## config.mk

```make
export PLATFORM = sky130hd
export DESIGN_NAME = pe2_stage_ctrl
export DESIGN_NICKNAME = d
export VERILOG_FILES = /design/src/rtl/pe2_stage_ctrl_pkg.sv /design/src/rtl/pe2_addr_delay.sv /design/src/rtl/pe2_stage_ctrl.sv
export SDC_FILE = /design/constraint.sdc
export NUM_CORES = 1
export LEC_CHECK = 0
export BUFFER_PORTS_ARGS = -buffer_cell sky130_fd_sc_hd__clkbuf_2
export CAP_MARGIN = 0
export CORE_ASPECT_RATIO = 0.9
export CORE_MARGIN = 1.5
export CORE_UTILIZATION = 28
export DETAILED_ROUTE_END_ITERATION = 16
export GPL_TIMING_DRIVEN = 0
export PLACE_DENSITY = 0.48
export SYNTH_ARGS = -nofsm -noshare
export SYNTH_HDL_FRONTEND = slang
export SYNTH_SLANG_ARGS = --single-unit
```

## constraint.sdc

```tcl
create_clock -name clk -period 17.31 [get_ports clk]
set_clock_uncertainty 0.1 [all_clocks]
set_input_delay 3.462 -clock clk [delete_from_list [all_inputs] [get_ports clk]]
set_output_delay 3.462 -clock clk [all_outputs]
set_load 0.01 [all_outputs]
```

## src/rtl/pe2_stage_ctrl_pkg.sv

```systemverilog
// Shared types and defaults for the PE2 stage controller.
// Optional stall input is enabled by PE2_STAGE_CTRL_STALL_EN.
package pe2_stage_ctrl_pkg;

    typedef enum logic [1:0] {
        IDLE  = 2'd0,
        RUN   = 2'd1,
        DRAIN = 2'd2,
        FIN   = 2'd3
    } state_t;

    localparam logic MODE_NTT  = 1'b0;
    localparam logic MODE_INTT = 1'b1;

    localparam int DEF_LOG_N  = 8;
    localparam int DEF_PE_LAT = 9;

endpackage

```

## src/rtl/pe2_addr_delay.sv

```systemverilog
// Width/depth-parameterised shift register with async clear,
// used to align write-back strobes with the butterfly pipeline.
module pe2_addr_delay #(
    parameter int W     = 1,
    parameter int DEPTH = 1
) (
    input  logic         clk,
    input  logic         rst,
    input  logic [W-1:0] din,
    output logic [W-1:0] dout
);

    logic [W-1:0] sr [DEPTH];

    always_ff @(posedge clk or posedge rst) begin
        if (rst) begin
            for (int i = 0; i < DEPTH; i++) sr[i] <= '0;
        end else begin
            sr[0] <= din;
            for (int i = 1; i < DEPTH; i++) sr[i] <= sr[i-1];
        end
    end

    assign dout = sr[DEPTH-1];

endmodule

```

## src/rtl/pe2_stage_ctrl.sv

```systemverilog
// Sequences one in-place NTT/INTT pass through a single PE2 butterfly.
// Define PE2_STAGE_CTRL_STALL_EN to add a stall input that holds issue.
module pe2_stage_ctrl
    import pe2_stage_ctrl_pkg::*;
#(
    parameter int LOG_N  = DEF_LOG_N,
    parameter int PE_LAT = DEF_PE_LAT
) (
    input  logic             clk,
    input  logic             rst,
`ifdef PE2_STAGE_CTRL_STALL_EN
    input  logic             stall,
`endif
    input  logic             start,
    input  logic             mode,
    output logic             busy,
    output logic             done,
    output logic             rd_en,
    output logic [LOG_N-1:0] rd_addr_u,
    output logic [LOG_N-1:0] rd_addr_v,
    output logic [LOG_N-1:0] tw_addr,
    output logic             pe_sel,
    output logic             wr_en,
    output logic [LOG_N-1:0] wr_addr_u,
    output logic [LOG_N-1:0] wr_addr_v
);

    localparam int SW = $clog2(LOG_N + 1);
    localparam int DW = $clog2(PE_LAT + 1);
    localparam int AW = 1 + 2 * LOG_N;

    localparam logic [LOG_N-1:0] ONE    = LOG_N'(1);
    localparam logic [LOG_N-1:0] TOP    = LOG_N'(LOG_N - 1);
    localparam logic [LOG_N-1:0] J_LAST = LOG_N'((1 << (LOG_N - 1)) - 1);
    localparam logic [DW-1:0]    D_LAST = DW'(PE_LAT - 1);
    localparam logic [SW-1:0]    S_LAST = SW'(LOG_N - 1);

    state_t           state;
    state_t           state_nx;
    logic [LOG_N-1:0] j;
    logic [SW-1:0]    s;
    logic [DW-1:0]    d;
    logic             mode_q;
    logic             hold;
    logic             issue;
    logic             last_j;
    logic             last_d;
    logic             last_s;
    logic [LOG_N-1:0] sh;
    logic [LOG_N-1:0] len;
    logic [LOG_N-1:0] k;
    logic [LOG_N-1:0] u;
    logic [LOG_N-1:0] v;
    logic [LOG_N-1:0] tw;

`ifdef PE2_STAGE_CTRL_STALL_EN
    assign hold = stall;
`else
    assign hold = 1'b0;
`endif

    assign issue  = (state == RUN) && !hold;
    assign last_j = (j == J_LAST);
    assign last_d = (d == D_LAST);
    assign last_s = (s == S_LAST);

    always_ff @(posedge clk or posedge rst) begin
        if (rst) state <= IDLE;
        else     state <= state_nx;
    end

    always_ff @(posedge clk or posedge rst) begin
        if (rst) begin
            j      <= '0;
            s      <= '0;
            d      <= '0;
            mode_q <= MODE_NTT;
        end else begin
            unique case (state)
                IDLE: begin
                    if (start) begin
                        j      <= '0;
                        s      <= '0;
                        d      <= '0;
                        mode_q <= mode;
                    end
                end
                RUN: begin
                    if (issue) j <= last_j ? '0 : j + ONE;
                end
                DRAIN: begin
                    if (last_d) begin
                        d <= '0;
                        if (!last_s) s <= s + SW'(1);
                    end else begin
                        d <= d + DW'(1);
                    end
                end
                default: ;
            endcase
        end
    end

    always_comb begin
        state_nx = state;
        unique case (state)
            IDLE:    if (start) state_nx = RUN;
            RUN:     if (issue && last_j) state_nx = DRAIN;
            DRAIN:   if (last_d) state_nx = last_s ? FIN : RUN;
            FIN:     state_nx = IDLE;
            default: state_nx = IDLE;
        endcase
    end

    // Butterfly span is 2**sh; twiddle base is 2**(LOG_N-1-sh) in both modes.
    always_comb begin
        sh  = (mode_q == MODE_NTT) ? TOP - LOG_N'(s) : LOG_N'(s);
        len = ONE << sh;
        k   = j >> sh;
        u   = (k << (sh + ONE)) | (j & (len - ONE));
        v   = u | len;
        tw  = (ONE << (TOP - sh)) + k;
    end

    always_comb begin
        busy      = (state == RUN) || (state == DRAIN);
        done      = (state == FIN);
        pe_sel    = (state != IDLE) && mode_q;
        rd_en     = issue;
        rd_addr_u = issue ? u  : '0;
        rd_addr_v = issue ? v  : '0;
        tw_addr   = issue ? tw : '0;
    end

    pe2_addr_delay #(
        .W     (AW),
        .DEPTH (PE_LAT)
    ) u_dly (
        .clk  (clk),
        .rst  (rst),
        .din  ({rd_en, rd_addr_u, rd_addr_v}),
        .dout ({wr_en, wr_addr_u, wr_addr_v})
    );

endmodule
```

==> load_flow_metrics.sql, run 1 <==
INSERT INTO impl_metrics (metric_group, metric, value, unit) VALUES
('placed_design', 'routabilityCongestion', '0.903', ''),
('cells_and_area', 'layout_cells_sized_above_1', '0.197', ''),
('synthesis', 'synth-edff-count', '0', ''),
('job', 'max_cap_viol_count', '0', ''),
('clock_tree', 'cts_post_setup_buffers_inserted', '0', ''),
('worst_setup_path', 'cp_cell_sequence', 'buf_4 -> buf_4 -> and3b_1 -> o21a_1 -> o31ai_1 -> and2_1 -> inv_1 -> ha_1 -> a21o_1 -> a21oi_1 -> nor2b_1 -> o21a_1 -> o41a_1 -> xnor2_1 -> nor2_1 -> clkbuf_2', ''),
('power_and_ir_drop', 'clock_power_share', '0.273', ''),
('timing', 'count_of_endpoints_failing_setup_in_the_final_report', '0', ''),
('cells_and_area', 'finalInstanceArea', '8200', 'µm²'),
('timing', 'layout_min_cycle_time', '7.60', 'ns'),
('global_route', 'antenna_violations_before_repair', '0', ''),
('cells_and_area', 'layout_common_cells', '172 x sky130_fd_sc_hd__dfrtp_1, 48 x sky130_fd_sc_hd__clkbuf_2, 47 x sky130_fd_sc_hd__nand2_1, 33 x sky130_fd_sc_hd__nor2_1, 26 x sky130_fd_sc_hd__o21ai_0', ''),
('placed_design', 'postPlaceCellArea', '7570', 'µm²'),
('drt', 'detail_route.vias_per_cell', '4.80', ''),
('global_route', 'wire_length_of_the_first_global_routing_pass', '27.3', 'mm'),
('synthesis', 'synth_cells', '573', ''),
('power_and_ir_drop', 'comb_power_share', '0.322', ''),
('power_and_ir_drop', 'total_switching_power', '520', 'µW'),
('timing', 'upper_clock_frequency_limit', '0.132', 'GHz'),
('synthesis', 'synth.ff_latch_count', '172', ''),
('drt', 'route.antenna.remaining_nets', '0', ''),
('worst_setup_path', 'cp_slowest_stage_delay', '0.46', 'ns'),
('timing', 'unrepaired_setup_endpoints_after_global_routing', 'false', ''),
('synthesis', 'synthesis.area_per_instance', '12.1', 'µm²'),
('timing', 'tightest_slew', '0.697', 'ns'),
('floorplanning', 'ios', '49', ''),
('worst_setup_path', 'crit_buf_inv', '4', ''),
('power_and_ir_drop', 'p_seq_frac', '0.406', ''),
('cells_and_area', 'antennaDiodeCount', '0', ''),
('worst_setup_path', 'critical_path.max_fanout', '10', ''),
('floorplanning', 'total_die_area', '25600', 'µm²'),
('cells_and_area', 'postLayoutCoreUtil', '0.338', ''),
('floorplanning', 'floorplan.rows', '54', ''),
('synthesis', 'ys.warnings.count', '0', ''),
('cells_and_area', 'fin_cells', '962', ''),
('placed_design', 'detailedPlacementHpwl', '12.1', 'mm'),
('worst_setup_path', 'crit_type', 'reg -> out', ''),
('worst_setup_path', 'slowest_stage', 'sky130_fd_sc_hd__o31ai_1', ''),
('run_status', 'result_of_the_run', 'completed', ''),
('cells_and_area', 'register_area', '4300', 'µm²'),
('floorplanning', 'placeableCoreArea', '24300', 'µm²'),
('placed_design', 'port_buffers', '48', ''),
('clock_tree', 'cts_max_level', '4', ''),
('drt', 'finalWirelength', '16.7', 'mm'),
('timing', 'final.period_utilization', '0.439', ''),
('clock_tree', 'cts-hold-fix-buffers', '0', ''),
('cells_and_area', 'fillCellCount', '2424', ''),
('power_and_ir_drop', 'p_sw_frac', '0.369', ''),
('drt', 'avgRoutedWirePerCell', '17.4', 'µm'),
('synthesis', 'synth_cell_types', '74', ''),
('global_route', 'grt_ovf', '0', ''),
('clock_tree', 'tritoncts', 'yes', ''),
('worst_setup_path', 'crit-reg2reg-launch', 's[3]', ''),
('worst_setup_path', 'worst_path_required_time', '13.75', 'ns'),
('drt', 'drtIter0Drc', '415', ''),
('power_and_ir_drop', 'pwr_density_cell', '172', 'nW/µm²'),
('timing', 'setup-tns-final', '0', 'ns'),
('placed_design', 'place.detailed.instances', '930', ''),
('clock_tree', 'cts_root_buffer', 'sky130_fd_sc_hd__clkbuf_16', ''),
('clock_tree', 'clock_sink_count', '172', ''),
('worst_setup_path', 'nature_of_the_critical_path_endpoint', 'output port', ''),
('cells_and_area', 'layout_commonest_cell', 'sky130_fd_sc_hd__dfrtp_1', ''),
('timing', 'max_slew_margin', '0.532', ''),
('synthesis', 'synthesized_cell_area', '6910', 'µm²'),
('hold_path', 'worst_hold_startpoint', 'u_dly.sr[92]', ''),
('worst_setup_path', 'worst_ep_arrival_time', '4.04', 'ns'),
('synthesis', 'synth_fp_nets', '594', ''),
('synthesis', 'ys_dominant_reg_cell', 'sky130_fd_sc_hd__dfrtp_1', ''),
('power_and_ir_drop', 'peakVddDrop', '61.5', 'µV'),
('timing', 'final_max_slew_viol_count', '0', ''),
('clock_tree', 'clock_tree.buffer_depth', '2', '');
[per-stage QoR]
stage,setup WS (ns),hold WS [ns],total power (µW)
2_1_floorplan,9.09,0.231,871
3_3_place_gp,7.41,0.231,1030
3_5_place_dp,10.18,0.235,1040
4_1_cts,9.69,0.242,1430
5_1_grt,9.43,0.246,1510
6_report,9.71,0.240,1410
[logic make-up after synthesis]
| kind of cell | count (synthesis) | synth area share |
|---|---|---|
| AOI/OAI and AO/OA | 126 | 0.129 |
| xor gates and xnor gates | 14 | 0.0210 |
| adders and majority gates | 17 | 0.0319 |
| buffers and inverters | 65 | 0.0514 |
| DFF | 172 | 0.623 |
| muxes | 7 | 0.0105 |
| and+or+nand+nor | 172 | 0.133 |
[cells in the mapped netlist, types with 7 or more instances]
cell type                  number  share of area
sky130_fd_sc_hd__dfrtp_1      172           0.62
sky130_fd_sc_hd__nand2_1       47          0.026
sky130_fd_sc_hd__nor2_1        33          0.018
sky130_fd_sc_hd__o21ai_0       26          0.019
sky130_fd_sc_hd__buf_4         23          0.025
sky130_fd_sc_hd__ha_1          16          0.029
sky130_fd_sc_hd__inv_1         16         0.0087
sky130_fd_sc_hd__a21oi_1       14          0.010
sky130_fd_sc_hd__nand2b_1      13          0.012
sky130_fd_sc_hd__clkbuf_1      12         0.0065
sky130_fd_sc_hd__nor2b_1       12          0.011
sky130_fd_sc_hd__nand3_1       11         0.0080
sky130_fd_sc_hd__nor3_1        10         0.0072
sky130_fd_sc_hd__o21a_1        10          0.011
sky130_fd_sc_hd__buf_2          8         0.0058
sky130_fd_sc_hd__o21ai_1        8         0.0058
sky130_fd_sc_hd__and2_1         7         0.0063
sky130_fd_sc_hd__o31ai_1        7         0.0076
sky130_fd_sc_hd__xnor2_1        7         0.0089
[registers in the layout, indices dropped and copies added, names as in the netlist]
signal	count
d	4
j	8
mode_q	1
s	4
state	2
u_dly.dout	17
u_dly.sr	136
[metal layers]
metal	global-route usage	routed length (µm)
met5	0	0
met4	0.0625	553
met3	0.0328	781
met2	0.223	7900
met1	0.183	7480
[power groups by stage]
stage                     combinational, µW  sequential, µW  clock [µW]
after floorplan                         304             567           0
after global placement                  453             579           0
after detailed placement                454             582           0
after CTS                               456             574         399
after global routing                    501             588         418
final                                   453             571         384
[path summary, 6_finish.rpt]
check                      slack [ns]  cells past startpoint             to
min in group asynchronous        3.01                      2   u_dly.sr[84]
min reg2reg                      0.24                      0   u_dly.sr[75]
min                              0.24                      0   u_dly.sr[75]
max in group asynchronous       13.27                      3  u_dly.sr[124]
max                              9.71                     16     tw_addr[7]
max reg2reg                     14.23                     10  u_dly.sr[142]
[worst register-to-register path: cells and delay by family, from the launching register on]
| family | cells | cell delay (ns) |
|---|---|---|
| buffers and inverters | 3 | 0.89 |
| AOI/OAI and AO/OA | 4 | 0.75 |
| adders and majority gates | 1 | 0.37 |
| DFF | 1 | 0.33 |
| and+or+nand+nor | 1 | 0.33 |
| xor gates and xnor gates | 1 | 0.16 |
[area by class of cell]
type / instances / share of cell area
multi-input cells: 336 / 0.274
flip-flops and latches: 172 / 0.525
inverters: 18 / 0.00915
plain buffers: 47 / 0.0351
well taps: 308 / 0.0470
repair buffers: 49 / 0.0327
clock inverters: 15 / 0.0252
clock buffers: 17 / 0.0519
(Power assumes the default switching activity.)
==> run 2: changes to the inputs <==
- ABC_AREA: not set -> 1
- clock period: 17.31 -> 7.4 ns (I/O delays scaled with it)
==> run 2 against run 1 <==
Clock power up 110%. Hold slack about the same. Combinational power increased to 3.1 times the previous value. Final cell count decreased by 2.7%. Die area shrank 8.6%. First-iteration DRC count shrank 42%. Worst setup slack got worse by 7.6 ns.
==> load_flow_metrics.sql, run 2 <==
INSERT INTO impl_metrics (metric_group, metric, value, unit) VALUES
('drt', 'finalWirelength', '12.9', 'mm'),
('synthesis', 'synth_sequential_area_ratio', '0.683', ''),
('clock_tree', 'tritoncts', 'yes', ''),
('global_route', 'global_route.usage.met2', '0.192', ''),
('synthesis', 'synthesized_cell_area', '6300', 'µm²'),
('synthesis', 'synthesis.area_per_instance', '11.2', 'µm²'),
('power_and_ir_drop', 'pwr_density_cell', '474', 'nW/µm²'),
('clock_tree', 'cts_max_level', '4', ''),
('clock_tree', 'clkLatencyLatePin', '0.42', 'ns'),
('worst_setup_path', 'cp_cell_sequence', 'xnor2_2 -> nand2_1 -> inv_2 -> nand2_1 -> nand2_2 -> ha_1 -> inv_1 -> fa_1 -> o31ai_1 -> nand2_1 -> nand2_1 -> a21oi_1 -> xor2_1 -> nor2_1 -> clkbuf_2', ''),
('clock_tree', 'clkTransAtPathRegs', '0.07', 'ns'),
('cells_and_area', 'layout_cells_sized_above_1', '0.184', ''),
('cells_and_area', 'antennaDiodeCount', '0', ''),
('floorplanning', 'placeableCoreArea', '21800', 'µm²'),
('worst_setup_path', 'regToRegEndpoint', 'u_dly.sr[142]', ''),
('worst_setup_path', 'reg2reg_slack', '4.82', 'ns'),
('global_route', 'grt_ovf', '0', ''),
('cells_and_area', 'registers.top_by_ff_count', 'u_dly.sr', ''),
('global_route', 'wire_length_of_the_first_global_routing_pass', '21.3', 'mm'),
('floorplanning', 'die_h', '145', 'µm'),
('synthesis', 'synth_largest_area_cell', 'sky130_fd_sc_hd__dfrtp_1', ''),
('drt', 'drt_pre_antenna_iters', '5', ''),
('power_and_ir_drop', 'peakVddDrop', '185', 'µV'),
('worst_setup_path', 'cp_slowest_stage_delay', '0.46', 'ns'),
('global_route', 'grt_max_degree', '127', ''),
('worst_setup_path', 'worst_ep_arrival_time', '3.67', 'ns'),
('clock_tree', 'clock_tree.buffer_depth', '2', ''),
('drt', 'avgRoutedWirePerCell', '13.7', 'µm'),
('global_route', 'antenna_violations_before_repair', '0', ''),
('timing', 'final.period_utilization', '0.709', ''),
('timing', 'final_max_slew_viol_count', '0', ''),
('worst_setup_path', 'crit_type', 'reg -> out', ''),
('global_route', 'grt_usage', '0.119', ''),
('synthesis', 'synth_largest_type_area_fraction', '0.683', ''),
('placed_design', 'routabilityCongestion', '0.838', ''),
('power_and_ir_drop', 'leakagePower', '0.00394', 'µW'),
('synthesis', 'synth_cells', '565', ''),
('worst_setup_path', 'worst_path_required_time', '5.82', 'ns'),
('clock_tree', 'cts_root_buffer', 'sky130_fd_sc_hd__clkbuf_16', ''),
('worst_setup_path', 'nature_of_the_critical_path_endpoint', 'output port', ''),
('timing', 'upper_clock_frequency_limit', '0.191', 'GHz'),
('worst_setup_path', 'critical_path.max_fanout', '7', ''),
('hold_path', 'worst_hold_startpoint', 'u_dly.sr[83]', ''),
('drt', 'drtIter0Drc', '239', ''),
('job', 'max_cap_viol_count', '0', ''),
('floorplanning', 'die-width', '161', 'µm'),
('global_route', 'met1_use_gr', '0.151', ''),
('timing', 'tightest_slew', '0.594', 'ns'),
('run_status', 'result_of_the_run', 'completed', ''),
('timing', 'layout_min_cycle_time', '5.25', 'ns'),
('drt', 'detail_route.vias_per_cell', '4.33', ''),
('clock_tree', 'cts_post_setup_buffers_inserted', '0', ''),
('timing', 'unrepaired_setup_endpoints_after_global_routing', 'false', ''),
('floorplanning', 'total_die_area', '23400', 'µm²'),
('cells_and_area', 'layout_commonest_cell', 'sky130_fd_sc_hd__dfrtp_1', ''),
('clock_tree', 'clock_sink_count', '172', ''),
('worst_setup_path', 'critical-path-top-cell-by-count', 'sky130_fd_sc_hd__nand2_1', ''),
('synthesis', 'synthTopCellsByArea', 'sky130_fd_sc_hd__dfrtp_1 68%, sky130_fd_sc_hd__nand2_1 6.3%, sky130_fd_sc_hd__nand3_1 4.1%', ''),
('timing', 'count_of_endpoints_failing_setup_in_the_final_report', '0', ''),
('cells_and_area', 'layout_common_cells', '172 x sky130_fd_sc_hd__dfrtp_1, 106 x sky130_fd_sc_hd__nand2_1, 55 x sky130_fd_sc_hd__inv_1, 51 x sky130_fd_sc_hd__nand3_1, 48 x sky130_fd_sc_hd__clkbuf_2', ''),
('worst_setup_path', 'slowest_stage', 'sky130_fd_sc_hd__dfrtp_1', ''),
('synthesis', 'synth-edff-count', '0', ''),
('floorplanning', 'initial_utilization', '0.289', ''),
('cells_and_area', 'area_delta_synth_final', '18.6', '%'),
('synthesis', 'ys_dominant_reg_cell', 'sky130_fd_sc_hd__dfrtp_1', ''),
('drt', 'drc', '0', ''),
('drt', 'route.antenna.remaining_nets', '0', ''),
('clock_tree', 'cts-buffers-inserted', '17', ''),
('worst_setup_path', 'crit_path_start_kind', 'register', ''),
('synthesis', 'yosys-top-cells-count', '172 x sky130_fd_sc_hd__dfrtp_1, 106 x sky130_fd_sc_hd__nand2_1, 56 x sky130_fd_sc_hd__inv_1', ''),
('cells_and_area', 'fillCellCount', '2186', ''),
('cells_and_area', 'fin_nets', '654', ''),
('synthesis', 'synth_cell_types', '33', ''),
('worst_setup_path', 'reg2reg_depth', '20', ''),
('cells_and_area', 'postLayoutCoreUtil', '0.343', ''),
('hold_path', 'min_delay_worst_endpoint', 'u_dly.sr[66]', ''),
('synthesis', 'synth_fp_nets', '586', ''),
('floorplanning', 'ios', '49', ''),
('global_route', 'first_global_vias', '4051', ''),
('placed_design', 'port_buffers', '48', ''),
('synthesis', 'synthMostInstantiatedCell', 'sky130_fd_sc_hd__dfrtp_1', ''),
('cells_and_area', 'largest_register_ffs', '136', ''),
('clock_tree', 'cts-hold-fix-buffers', '0', ''),
('clock_tree', 'cts.repair.resized', '0', ''),
('synthesis', 'synth.ff_latch_count', '172', ''),
('synthesis', 'postSynth.asyncResetShare', '1.00', ''),
('worst_setup_path', 'crit-reg2reg-launch', 'mode_q', ''),
('timing', 'setup-tns-final', '0', 'ns'),
('drt', 'routed-via-count', '4055', ''),
('global_route', 'grt_use_met3', '0.0352', ''),
('hold_path', 'min_path_cells', '0', ''),
('floorplanning', 'floorplan.rows', '51', ''),
('timing', 'final_report_hold_violation_count', '0', ''),
('timing', 'max_slew_margin', '0.602', ''),
('synthesis', 'ys.warnings.count', '0', ''),
('placed_design', 'detailedPlacementHpwl', '9.26', 'mm'),
('hold_path', 'hold_path_class', 'reg -> reg', ''),
('global_route', 'global_route.peak_usage_layer', 'met2', '');
[run 2: report_power, final]
group          total [µW]  internal, µW  switching (µW)
clock network         796           439             357
registers            1340          1240            96.4
logic                1410           450             959
total                3540          2130            1410
[run 2: cell families after synthesis]
group,synth area share
simple gates,0.158
flops,0.683
buf+inv,0.0632
compound gates,0.0526
fa+ha+maj,0.0350
xor+xnor,0.00814
[run 2: how the worst max path moves through the flow]
stage	start	endpoint	slack (ns)
4_1_cts	mode_q	tw_addr[6]	2.11
6_report	mode_q	tw_addr[6]	2.15
3_3_place_gp	rst	u_dly.sr[141]	-0.27
5_1_grt	mode_q	tw_addr[6]	1.86
3_5_place_dp	mode_q	tw_addr[6]	2.60
2_1_floorplan	rst	d[0]	1.16
[run 2: final cells by class]
class,instances,area [µm²],share of cell area
flip-flops and latches,172,4300,0.576
multi-input cells,307,1600,0.214
clock buffers,19,443,0.0593
well taps,291,364,0.0487
repair buffers,49,268,0.0358
inverters,61,236,0.0316
plain buffers,25,169,0.0226
clock inverters,12,92.6,0.0124
[run 2: routing by layer]
layer | vias up | share of wire
met3 | 14 | 0.050
met2 | 114 | 0.49
met1 | 1982 | 0.45
li1 | 1945 | -
met5 | - | 0
met4 | 0 | 0.015
[run 2: per-stage QoR]
stage | hold WS [ns] | power, µW | cell area (µm²) | setup WS [ns] | cells
floorplan | 0.231 | 2310 | 6300 | 1.16 | 565
global placement | 0.231 | 2760 | 6900 | -0.266 | 904
detailed placement | 0.235 | 2780 | 6940 | 2.60 | 905
CTS | 0.241 | 3600 | 7470 | 2.11 | 936
global route | 0.245 | 3840 | 7470 | 1.86 | 936
finish | 0.240 | 3540 | 7470 | 2.15 | 936
[run 2: critical path: cells and delay by family (launching register included)]
kind,cells,cell delay (ns)
adders and majority gates,2,0.60
AOI/OAI and AO/OA,2,0.48
xor gates and xnor gates,2,0.57
DFF,1,0.46
buffers and inverters,3,0.36
and+or+nand+nor,6,0.78
